File: src/rtl/alu_seq_pkg.sv
// alu_seq_pkg: shared constants for the sequential ALU.
//   - op_t / OP_*   : 4-bit operation codes presented on the op bus
//   - state_t / S_* : FSM state encoding, also visible on dbg_state_o
package alu_seq_pkg;

  typedef logic [3:0] op_t;
  typedef logic [1:0] state_t;

  localparam op_t OP_ADD   = 4'd0;
  localparam op_t OP_SUB   = 4'd1;
  localparam op_t OP_ADC   = 4'd2;
  localparam op_t OP_SBC   = 4'd3;
  localparam op_t OP_AND   = 4'd4;
  localparam op_t OP_OR    = 4'd5;
  localparam op_t OP_XOR   = 4'd6;
  localparam op_t OP_NOTA  = 4'd7;
  localparam op_t OP_PASSA = 4'd8;
  localparam op_t OP_PASSB = 4'd9;
  localparam op_t OP_SHL   = 4'd10;
  localparam op_t OP_SHR   = 4'd11;
  localparam op_t OP_SAR   = 4'd12;
  localparam op_t OP_MUL   = 4'd13;
  localparam op_t OP_CLC   = 4'd14;
  localparam op_t OP_NOP   = 4'd15;

  localparam state_t S_IDLE = 2'd0;
  localparam state_t S_BUSY = 2'd1;
  localparam state_t S_DONE = 2'd2;

endpackage

File: src/rtl/alu_seq_if.sv
// alu_seq_if: operand/result bus of the sequential ALU.
//   Handshake: a transfer happens on a rising clk edge where valid && ready
//   are both high. A producer holds its payload stable while valid is high
//   and ready is low; valid never depends on ready.
//   Input side : in_valid, in_ready, op, a, b
//   Output side: out_valid, out_ready, z, z_hi, flag_c/z/n/v
//   master = operand producer / result consumer, slave = the ALU.
interface alu_seq_if #(
  parameter int WIDTH = 8
) ();

  logic             in_valid;
  logic             in_ready;
  logic [3:0]       op;
  logic [WIDTH-1:0] a;
  logic [WIDTH-1:0] b;
  logic             out_valid;
  logic             out_ready;
  logic [WIDTH-1:0] z;
  logic [WIDTH-1:0] z_hi;
  logic             flag_c;
  logic             flag_z;
  logic             flag_n;
  logic             flag_v;

  modport master (
    output in_valid, op, a, b, out_ready,
    input  in_ready, out_valid, z, z_hi, flag_c, flag_z, flag_n, flag_v
  );

  modport slave (
    input  in_valid, op, a, b, out_ready,
    output in_ready, out_valid, z, z_hi, flag_c, flag_z, flag_n, flag_v
  );

endinterface

File: src/rtl/alu_mul_step.sv
// alu_mul_step: one iteration of an unsigned shift-add multiplier.
//   acc_i   : running high half of the product
//   mplr_i  : multiplier; its low bits are consumed, product low bits enter at top
//   mcand_i : multiplicand (constant over the whole multiply)
//   acc_o / mplr_o : values after this step
// After WIDTH steps starting from acc=0, {acc, mplr} holds mcand * multiplier.
module alu_mul_step #(
  parameter int WIDTH = 8
) (
  input  logic [WIDTH-1:0] acc_i,
  input  logic [WIDTH-1:0] mplr_i,
  input  logic [WIDTH-1:0] mcand_i,
  output logic [WIDTH-1:0] acc_o,
  output logic [WIDTH-1:0] mplr_o
);

  logic [WIDTH:0] sum;

  assign sum    = {1'b0, acc_i} + (mplr_i[0] ? {1'b0, mcand_i} : '0);
  // Shift the (WIDTH+1)-bit sum and the multiplier right as one register.
  assign acc_o  = sum[WIDTH:1];
  assign mplr_o = {sum[0], mplr_i[WIDTH-1:1]};

endmodule

File: src/rtl/alu_seq.sv
// alu_seq: registered ALU with valid/ready handshake, sticky carry and a
// multi-cycle shift-add multiplier.
//   clk, rst_n  : clock, asynchronous active-low reset
//   bus         : alu_seq_if slave (operands in, result + flags out)
//   dbg_state_o : current FSM state (S_IDLE / S_BUSY / S_DONE)
// Non-MUL ops are computed from the live inputs and registered at the accept
// edge; MUL captures its operands and steps WIDTH cycles in S_BUSY.
module alu_seq
  import alu_seq_pkg::*;
#(
  parameter int WIDTH = 8
) (
  input  logic       clk,
  input  logic       rst_n,
  alu_seq_if.slave   bus,
  output logic [1:0] dbg_state_o
);

  localparam int SHW = $clog2(WIDTH);
  localparam int CW  = $clog2(WIDTH);

  state_t           state_q, state_d;
  logic [WIDTH-1:0] z_q, z_d, z_hi_q, z_hi_d;
  logic             c_q, c_d, fz_q, fz_d, fn_q, fn_d, fv_q, fv_d;
  logic [WIDTH-1:0] acc_q, acc_d, mplr_q, mplr_d, mcand_q, mcand_d;
  logic [CW-1:0]    cnt_q, cnt_d;

  logic             accept;
  logic             is_sub;
  logic             cin;
  logic [WIDTH-1:0] b_eff;
  logic [WIDTH:0]   sum;
  logic [SHW-1:0]   shamt;
  logic [WIDTH:0]   shl_w, shr_w, sar_w;
  logic [WIDTH-1:0] res_z;
  logic             res_c, res_v;
  logic [WIDTH-1:0] step_acc, step_mplr;

  assign accept = bus.in_valid && (state_q == S_IDLE);

  // Adder: subtraction adds the inverted operand; the carry-in selects
  // plain, two's-complement or sticky-carry chaining.
  assign is_sub = (bus.op == OP_SUB) || (bus.op == OP_SBC);
  assign b_eff  = is_sub ? ~bus.b : bus.b;

  always_comb begin
    cin = 1'b0;
    case (bus.op)
      OP_SUB:         cin = 1'b1;
      OP_ADC, OP_SBC: cin = c_q;
      default:        cin = 1'b0;
    endcase
  end

  assign sum = {1'b0, bus.a} + {1'b0, b_eff} + {{WIDTH{1'b0}}, cin};

  // Shifters carry one extra bit so the last bit shifted out lands in a
  // fixed position: bit WIDTH for left shifts, bit 0 for right shifts.
  assign shamt = bus.b[SHW-1:0];
  assign shl_w = {1'b0, bus.a} << shamt;
  assign shr_w = {bus.a, 1'b0} >> shamt;
  assign sar_w = $unsigned($signed({bus.a, 1'b0}) >>> shamt);

  always_comb begin
    res_z = '0;
    res_c = c_q;
    res_v = 1'b0;
    case (bus.op)
      OP_ADD, OP_SUB, OP_ADC, OP_SBC: begin
        res_z = sum[WIDTH-1:0];
        res_c = sum[WIDTH];
        res_v = (bus.a[WIDTH-1] == b_eff[WIDTH-1]) &&
                (sum[WIDTH-1] != bus.a[WIDTH-1]);
      end
      OP_AND:   res_z = bus.a & bus.b;
      OP_OR:    res_z = bus.a | bus.b;
      OP_XOR:   res_z = bus.a ^ bus.b;
      OP_NOTA:  res_z = ~bus.a;
      OP_PASSA: res_z = bus.a;
      OP_PASSB: res_z = bus.b;
      OP_SHL: begin
        res_z = shl_w[WIDTH-1:0];
        if (shamt != '0) res_c = shl_w[WIDTH];
      end
      OP_SHR: begin
        res_z = shr_w[WIDTH:1];
        if (shamt != '0) res_c = shr_w[0];
      end
      OP_SAR: begin
        res_z = sar_w[WIDTH:1];
        if (shamt != '0) res_c = sar_w[0];
      end
      default: res_z = '0;
    endcase
  end

  alu_mul_step #(.WIDTH(WIDTH)) u_mul_step (
    .acc_i   (acc_q),
    .mplr_i  (mplr_q),
    .mcand_i (mcand_q),
    .acc_o   (step_acc),
    .mplr_o  (step_mplr)
  );

  always_comb begin
    state_d = state_q;
    z_d     = z_q;
    z_hi_d  = z_hi_q;
    c_d     = c_q;
    fz_d    = fz_q;
    fn_d    = fn_q;
    fv_d    = fv_q;
    acc_d   = acc_q;
    mplr_d  = mplr_q;
    mcand_d = mcand_q;
    cnt_d   = cnt_q;
    case (state_q)
      S_IDLE: begin
        if (accept) begin
          if (bus.op == OP_MUL) begin
            acc_d   = '0;
            mplr_d  = bus.b;
            mcand_d = bus.a;
            cnt_d   = '0;
            state_d = S_BUSY;
          end else begin
            state_d = S_DONE;
            case (bus.op)
              OP_NOP: ;
              OP_CLC: c_d = 1'b0;
              default: begin
                z_d    = res_z;
                z_hi_d = '0;
                c_d    = res_c;
                fz_d   = (res_z == '0);
                fn_d   = res_z[WIDTH-1];
                fv_d   = res_v;
              end
            endcase
          end
        end
      end
      S_BUSY: begin
        acc_d  = step_acc;
        mplr_d = step_mplr;
        cnt_d  = cnt_q + 1'b1;
        // Last step: the step outputs already hold the full product.
        if (cnt_q == CW'(WIDTH - 1)) begin
          state_d = S_DONE;
          z_d     = step_mplr;
          z_hi_d  = step_acc;
          c_d     = |step_acc;
          fz_d    = (step_mplr == '0);
          fn_d    = step_mplr[WIDTH-1];
          fv_d    = 1'b0;
        end
      end
      S_DONE: begin
        if (bus.out_ready) state_d = S_IDLE;
      end
      default: state_d = S_IDLE;
    endcase
  end

  always_ff @(posedge clk or negedge rst_n) begin
    if (!rst_n) begin
      state_q <= S_IDLE;
      z_q     <= '0;
      z_hi_q  <= '0;
      c_q     <= 1'b0;
      fz_q    <= 1'b0;
      fn_q    <= 1'b0;
      fv_q    <= 1'b0;
      acc_q   <= '0;
      mplr_q  <= '0;
      mcand_q <= '0;
      cnt_q   <= '0;
    end else begin
      state_q <= state_d;
      z_q     <= z_d;
      z_hi_q  <= z_hi_d;
      c_q     <= c_d;
      fz_q    <= fz_d;
      fn_q    <= fn_d;
      fv_q    <= fv_d;
      acc_q   <= acc_d;
      mplr_q  <= mplr_d;
      mcand_q <= mcand_d;
      cnt_q   <= cnt_d;
    end
  end

  assign bus.in_ready  = (state_q == S_IDLE);
  assign bus.out_valid = (state_q == S_DONE);
  assign bus.z         = z_q;
  assign bus.z_hi      = z_hi_q;
  assign bus.flag_c    = c_q;
  assign bus.flag_z    = fz_q;
  assign bus.flag_n    = fn_q;
  assign bus.flag_v    = fv_q;
  assign dbg_state_o   = state_q;

endmodule

File: src/flat_wrapper.sv
// flat-port wrapper written by rule: the top's interface ports become plain ports
module alu_seq_flat import alu_seq_pkg::*;
#(
  parameter int WIDTH = 8
)
  (clk, rst_n, dbg_state_o, bus_in_valid, bus_op, bus_a, bus_b, bus_out_ready, bus_in_ready, bus_out_valid, bus_z, bus_z_hi, bus_flag_c, bus_flag_z, bus_flag_n, bus_flag_v);
  alu_seq_if #(.WIDTH(WIDTH)) bus_i ();
  input  logic clk;
  input  logic rst_n;
  output logic [1:0] dbg_state_o;
  input wire logic [$bits(bus_i.in_valid)-1:0] bus_in_valid;
  input wire logic [$bits(bus_i.op)-1:0] bus_op;
  input wire logic [$bits(bus_i.a)-1:0] bus_a;
  input wire logic [$bits(bus_i.b)-1:0] bus_b;
  input wire logic [$bits(bus_i.out_ready)-1:0] bus_out_ready;
  output wire logic [$bits(bus_i.in_ready)-1:0] bus_in_ready;
  output wire logic [$bits(bus_i.out_valid)-1:0] bus_out_valid;
  output wire logic [$bits(bus_i.z)-1:0] bus_z;
  output wire logic [$bits(bus_i.z_hi)-1:0] bus_z_hi;
  output wire logic [$bits(bus_i.flag_c)-1:0] bus_flag_c;
  output wire logic [$bits(bus_i.flag_z)-1:0] bus_flag_z;
  output wire logic [$bits(bus_i.flag_n)-1:0] bus_flag_n;
  output wire logic [$bits(bus_i.flag_v)-1:0] bus_flag_v;
  assign bus_i.in_valid = bus_in_valid;
  assign bus_i.op = bus_op;
  assign bus_i.a = bus_a;
  assign bus_i.b = bus_b;
  assign bus_i.out_ready = bus_out_ready;
  assign bus_in_ready = bus_i.in_ready;
  assign bus_out_valid = bus_i.out_valid;
  assign bus_z = bus_i.z;
  assign bus_z_hi = bus_i.z_hi;
  assign bus_flag_c = bus_i.flag_c;
  assign bus_flag_z = bus_i.flag_z;
  assign bus_flag_n = bus_i.flag_n;
  assign bus_flag_v = bus_i.flag_v;
  alu_seq #(.WIDTH(WIDTH)) u_core (.clk(clk), .rst_n(rst_n), .bus(bus_i), .dbg_state_o(dbg_state_o));
endmodule
File: config.mk
export PLATFORM = sky130hd
export DESIGN_NAME = alu_seq_flat
export DESIGN_NICKNAME = d
export VERILOG_FILES = /design/src/rtl/alu_seq_pkg.sv /design/src/rtl/alu_seq_if.sv /design/src/rtl/alu_mul_step.sv /design/src/rtl/alu_seq.sv /design/src/flat_wrapper.sv
export SDC_FILE = /design/constraint.sdc
export NUM_CORES = 1
export LEC_CHECK = 0
export ABC_AREA = 1
export BUFFER_PORTS_ARGS = -buffer_cell sky130_fd_sc_hd__buf_2
export CORE_ASPECT_RATIO = 0.8
export CORE_MARGIN = 2
export CORE_UTILIZATION = 40
export CTS_BUF_LIST = sky130_fd_sc_hd__clkbuf_8
export DETAILED_ROUTE_END_ITERATION = 16
export GPL_TIMING_DRIVEN = 0
export HOLD_SLACK_MARGIN = 0.1
export PLACE_DENSITY = 0.57
export SETUP_SLACK_MARGIN = 0.1
export SLEW_MARGIN = 20
export SYNTH_ARGS = -nofsm -noshare
export SYNTH_HDL_FRONTEND = slang
export SYNTH_SLANG_ARGS = --single-unit
File: constraint.sdc
create_clock -name clk -period 7 [get_ports clk]
set_input_delay 0.35 -clock clk [delete_from_list [all_inputs] [get_ports clk]]
set_output_delay 0.35 -clock clk [all_outputs]
set_load 0.05 [all_outputs]
==> results.cfg <==
[status]
status = completed

[critical_path]
end_kind = flop
rrSetupSlack_ns = 4.28
crit_fanout = 10
r2r_start = u_core.bus.flag_c
cp-start-kind = input pin
r2r-end = u_core.bus.flag_z
worstRegToRegCells = 11
arrival_ns = 3.90
required_ns = 7.25
critPathKind = input pin to flop

[finish]
num-nets-final = 773
area_delta_synth_final_pct = 12.7
final_cells = 853
most-common-layout-cells = nand2_1, nand3_1, inv_1, nor2_1, buf_2
drive_gt1_frac = 0.116
insertedDiodeCount = 0
layout_commonest_cell = nand2_1

[synth]
synth_edf_count = 0
async_reset_ff_frac = 1.00
yosysWarningCount = 0
synthCells = 657
syn_area_per_cell_um2 = 6.51
ys_ff_latch = 48
synth.distinct_cells = 35
syn_nets = 718
netlist_area_um2 = 4270
ys_seq_area_frac = 0.281
synthFlopType = dfrtp_1

[power]
swShare = 0.493
powerDensity_nw_per_um2 = 297
p_leak_nw = 2.68
seqPwrFrac = 0.312
combPwrFrac = 0.533
ir_worst_vdd_mv = 0.256
power_frac_clock = 0.155
p_int_uw = 726
p_switching_uw = 705

[hold_path]
min-delay-start = bus_out_ready
worst_hold_path.endpoint = u_core.dbg_state_o[1]
hold_depth = 2
worstHoldPathType = input pin to flop

[timing]
drv_slew = 0
timing.final.hold_violations = 0
setup_viol = 0
tightestPinTransition_ns = 0.782
max_freq_ghz = 0.274
post-route-min-period_ns = 3.65
setup_slack_ns = 3.35
slew_headroom = 0.477
rsz0062_at_grt = no
tns_ns = 0
skew_ns = 0.0165
min_period_over_period = 0.521
timing.hold.ws_ns = 0.180

[global_routing]
grt_pass1_vias = 4127
grt_max_degree = 49
grt_usage = 0.254
grt_overflow = 0
antenna_found_initial = 0
grt_pass1_wl_um = 22400

[clocking]
cts_tree = yes
clkLatencyLatePin_ns = 0.33
cts.clk_slew.worst_paths_ns = 0.11
cts_buffers = 5
clock_path_buffers = 2
postCtsSetupBuffers = 0
clock-sinks = 48
cts_root_buffer = clkbuf_8
htreeDepth = 2

[route]
vias = 4596
viasPerCell = 5.39
first_iter_violations = 425
routed_wl_um = 14200
antenna_left = 0
drcViolationCount = 0
first_pass_iters = 5
wl_per_cell_um = 16.7

[placement]
place_inst = 844
hpwlAfterDp_um = 11500
gp_congestion = 1.02
dpl_worst_slack_ns = 3.01
port_buffers = 47

[job]
drv_cap = 0

[die]
pin_count = 48
core_um2 = 10300
die-area_um2 = 11500
dieHeight_um = 96.5
die_w_um = 120
row_count = 33
start_util = 0.414
[worst max-delay path by stage]
| stage | startpoint | slack [ns] | cells past startpoint | endpoint |
|---|---|---|---|---|
| after floorplan | bus_op[2] | 4.06 | 12 | u_core.bus.flag_z |
| after global placement | bus_op[2] | 3.03 | 13 | u_core.bus.flag_z |
| after detailed placement | bus_op[2] | 3.01 | 13 | u_core.bus.flag_z |
| after CTS | bus_op[2] | 3.36 | 13 | u_core.bus.flag_z |
| after global routing | bus_op[2] | 3.14 | 13 | u_core.bus.flag_z |
| final | bus_op[2] | 3.35 | 13 | u_core.bus.flag_z |
[layout make-up]
class / count / area (µm²)
multi-input cells: 519 / 2710
clock buffers: 6 / 82.6
plain buffers: 19 / 97.6
well taps: 140 / 175
inverters: 71 / 269
clock inverters: 2 / 38.8
flip-flops and latches: 48 / 1200
repair buffers: 48 / 248
fillers: 1115 / 5500
[worst max-delay path, cell delays in order]
cell	delay, ns
buf_2	0.14
nor2_1	0.62
nand2_1	0.50
xor2_1	0.29
fa_1	0.49
fa_1	0.46
xnor2_1	0.21
o21ai_0	0.11
nor3_1	0.15
nand3_1	0.17
nor2_1	0.19
nand3_1	0.11
a21oi_1	0.13
[per-stage QoR]
step | util | total power, mW | cell area [µm²]
final | 0.467 | 1.43 | 4820
after global routing | 0.467 | 1.54 | 4820
after CTS | 0.466 | 1.43 | 4810
after detailed placement | 0.454 | 1.21 | 4680
after global placement | 0.454 | 1.20 | 4680
after floorplan | - | 1.00 | 4270
[power groups by stage]
stage          Combinational (mW)  Clock [mW]  Sequential, mW
5_1_grt                     0.848       0.237           0.460
2_1_floorplan               0.442           0           0.558
4_1_cts                     0.760       0.226           0.446
6_report                    0.762       0.222           0.447
3_3_place_gp                0.750           0           0.448
3_5_place_dp                0.756           0           0.451
[flip-flops by register name, summed over array words and instances (netlist names)]
signal,count
u_core.bus.flag_v,1
u_core.mplr_q,8
u_core.dbg_state_o,2
u_core.bus.z_hi,8
u_core.acc_q,8
u_core.cnt_q,3
u_core.bus.z,8
u_core.bus.flag_c,1
u_core.bus.flag_z,1
u_core.mcand_q,8
[per-layer routing]
metal	wire length [µm]	part of all wire	vias up	track usage
met1	7070	0.50	2161	0.392
met4	184	0.013	0	0.0431
met2	5780	0.41	169	0.377
met3	1180	0.083	17	0.0417
met5	0	0	-	0
li1	-	-	2249	-
[cells by family after synthesis]
logic type | synth area share
flops | 0.281
xor+xnor | 0.0287
buf+inv | 0.0858
fa+ha+maj | 0.114
compound gates | 0.114
simple gates | 0.376
[synthesized netlist by cell type, types with 9 or more instances]
cell,n,area [µm²]
a21oi_1,16,80.1
a31oi_1,11,68.8
buf_2,9,45.0
dfrtp_1,48,1200
ha_1,34,425
inv_1,65,244
nand2_1,218,818
nand3_1,66,330
nand4_1,14,87.6
nor2_1,65,244
o21ai_0,44,220
xor2_1,13,114
[what timing repair did]
| action | CTS | global route |
|---|---|---|
| gates resized for setup | 0 | 0 |
| endpoints found under the hold margin | 0 | 40 |
| hold buffers | 0 | 1 |
(Power assumes the default switching activity.)
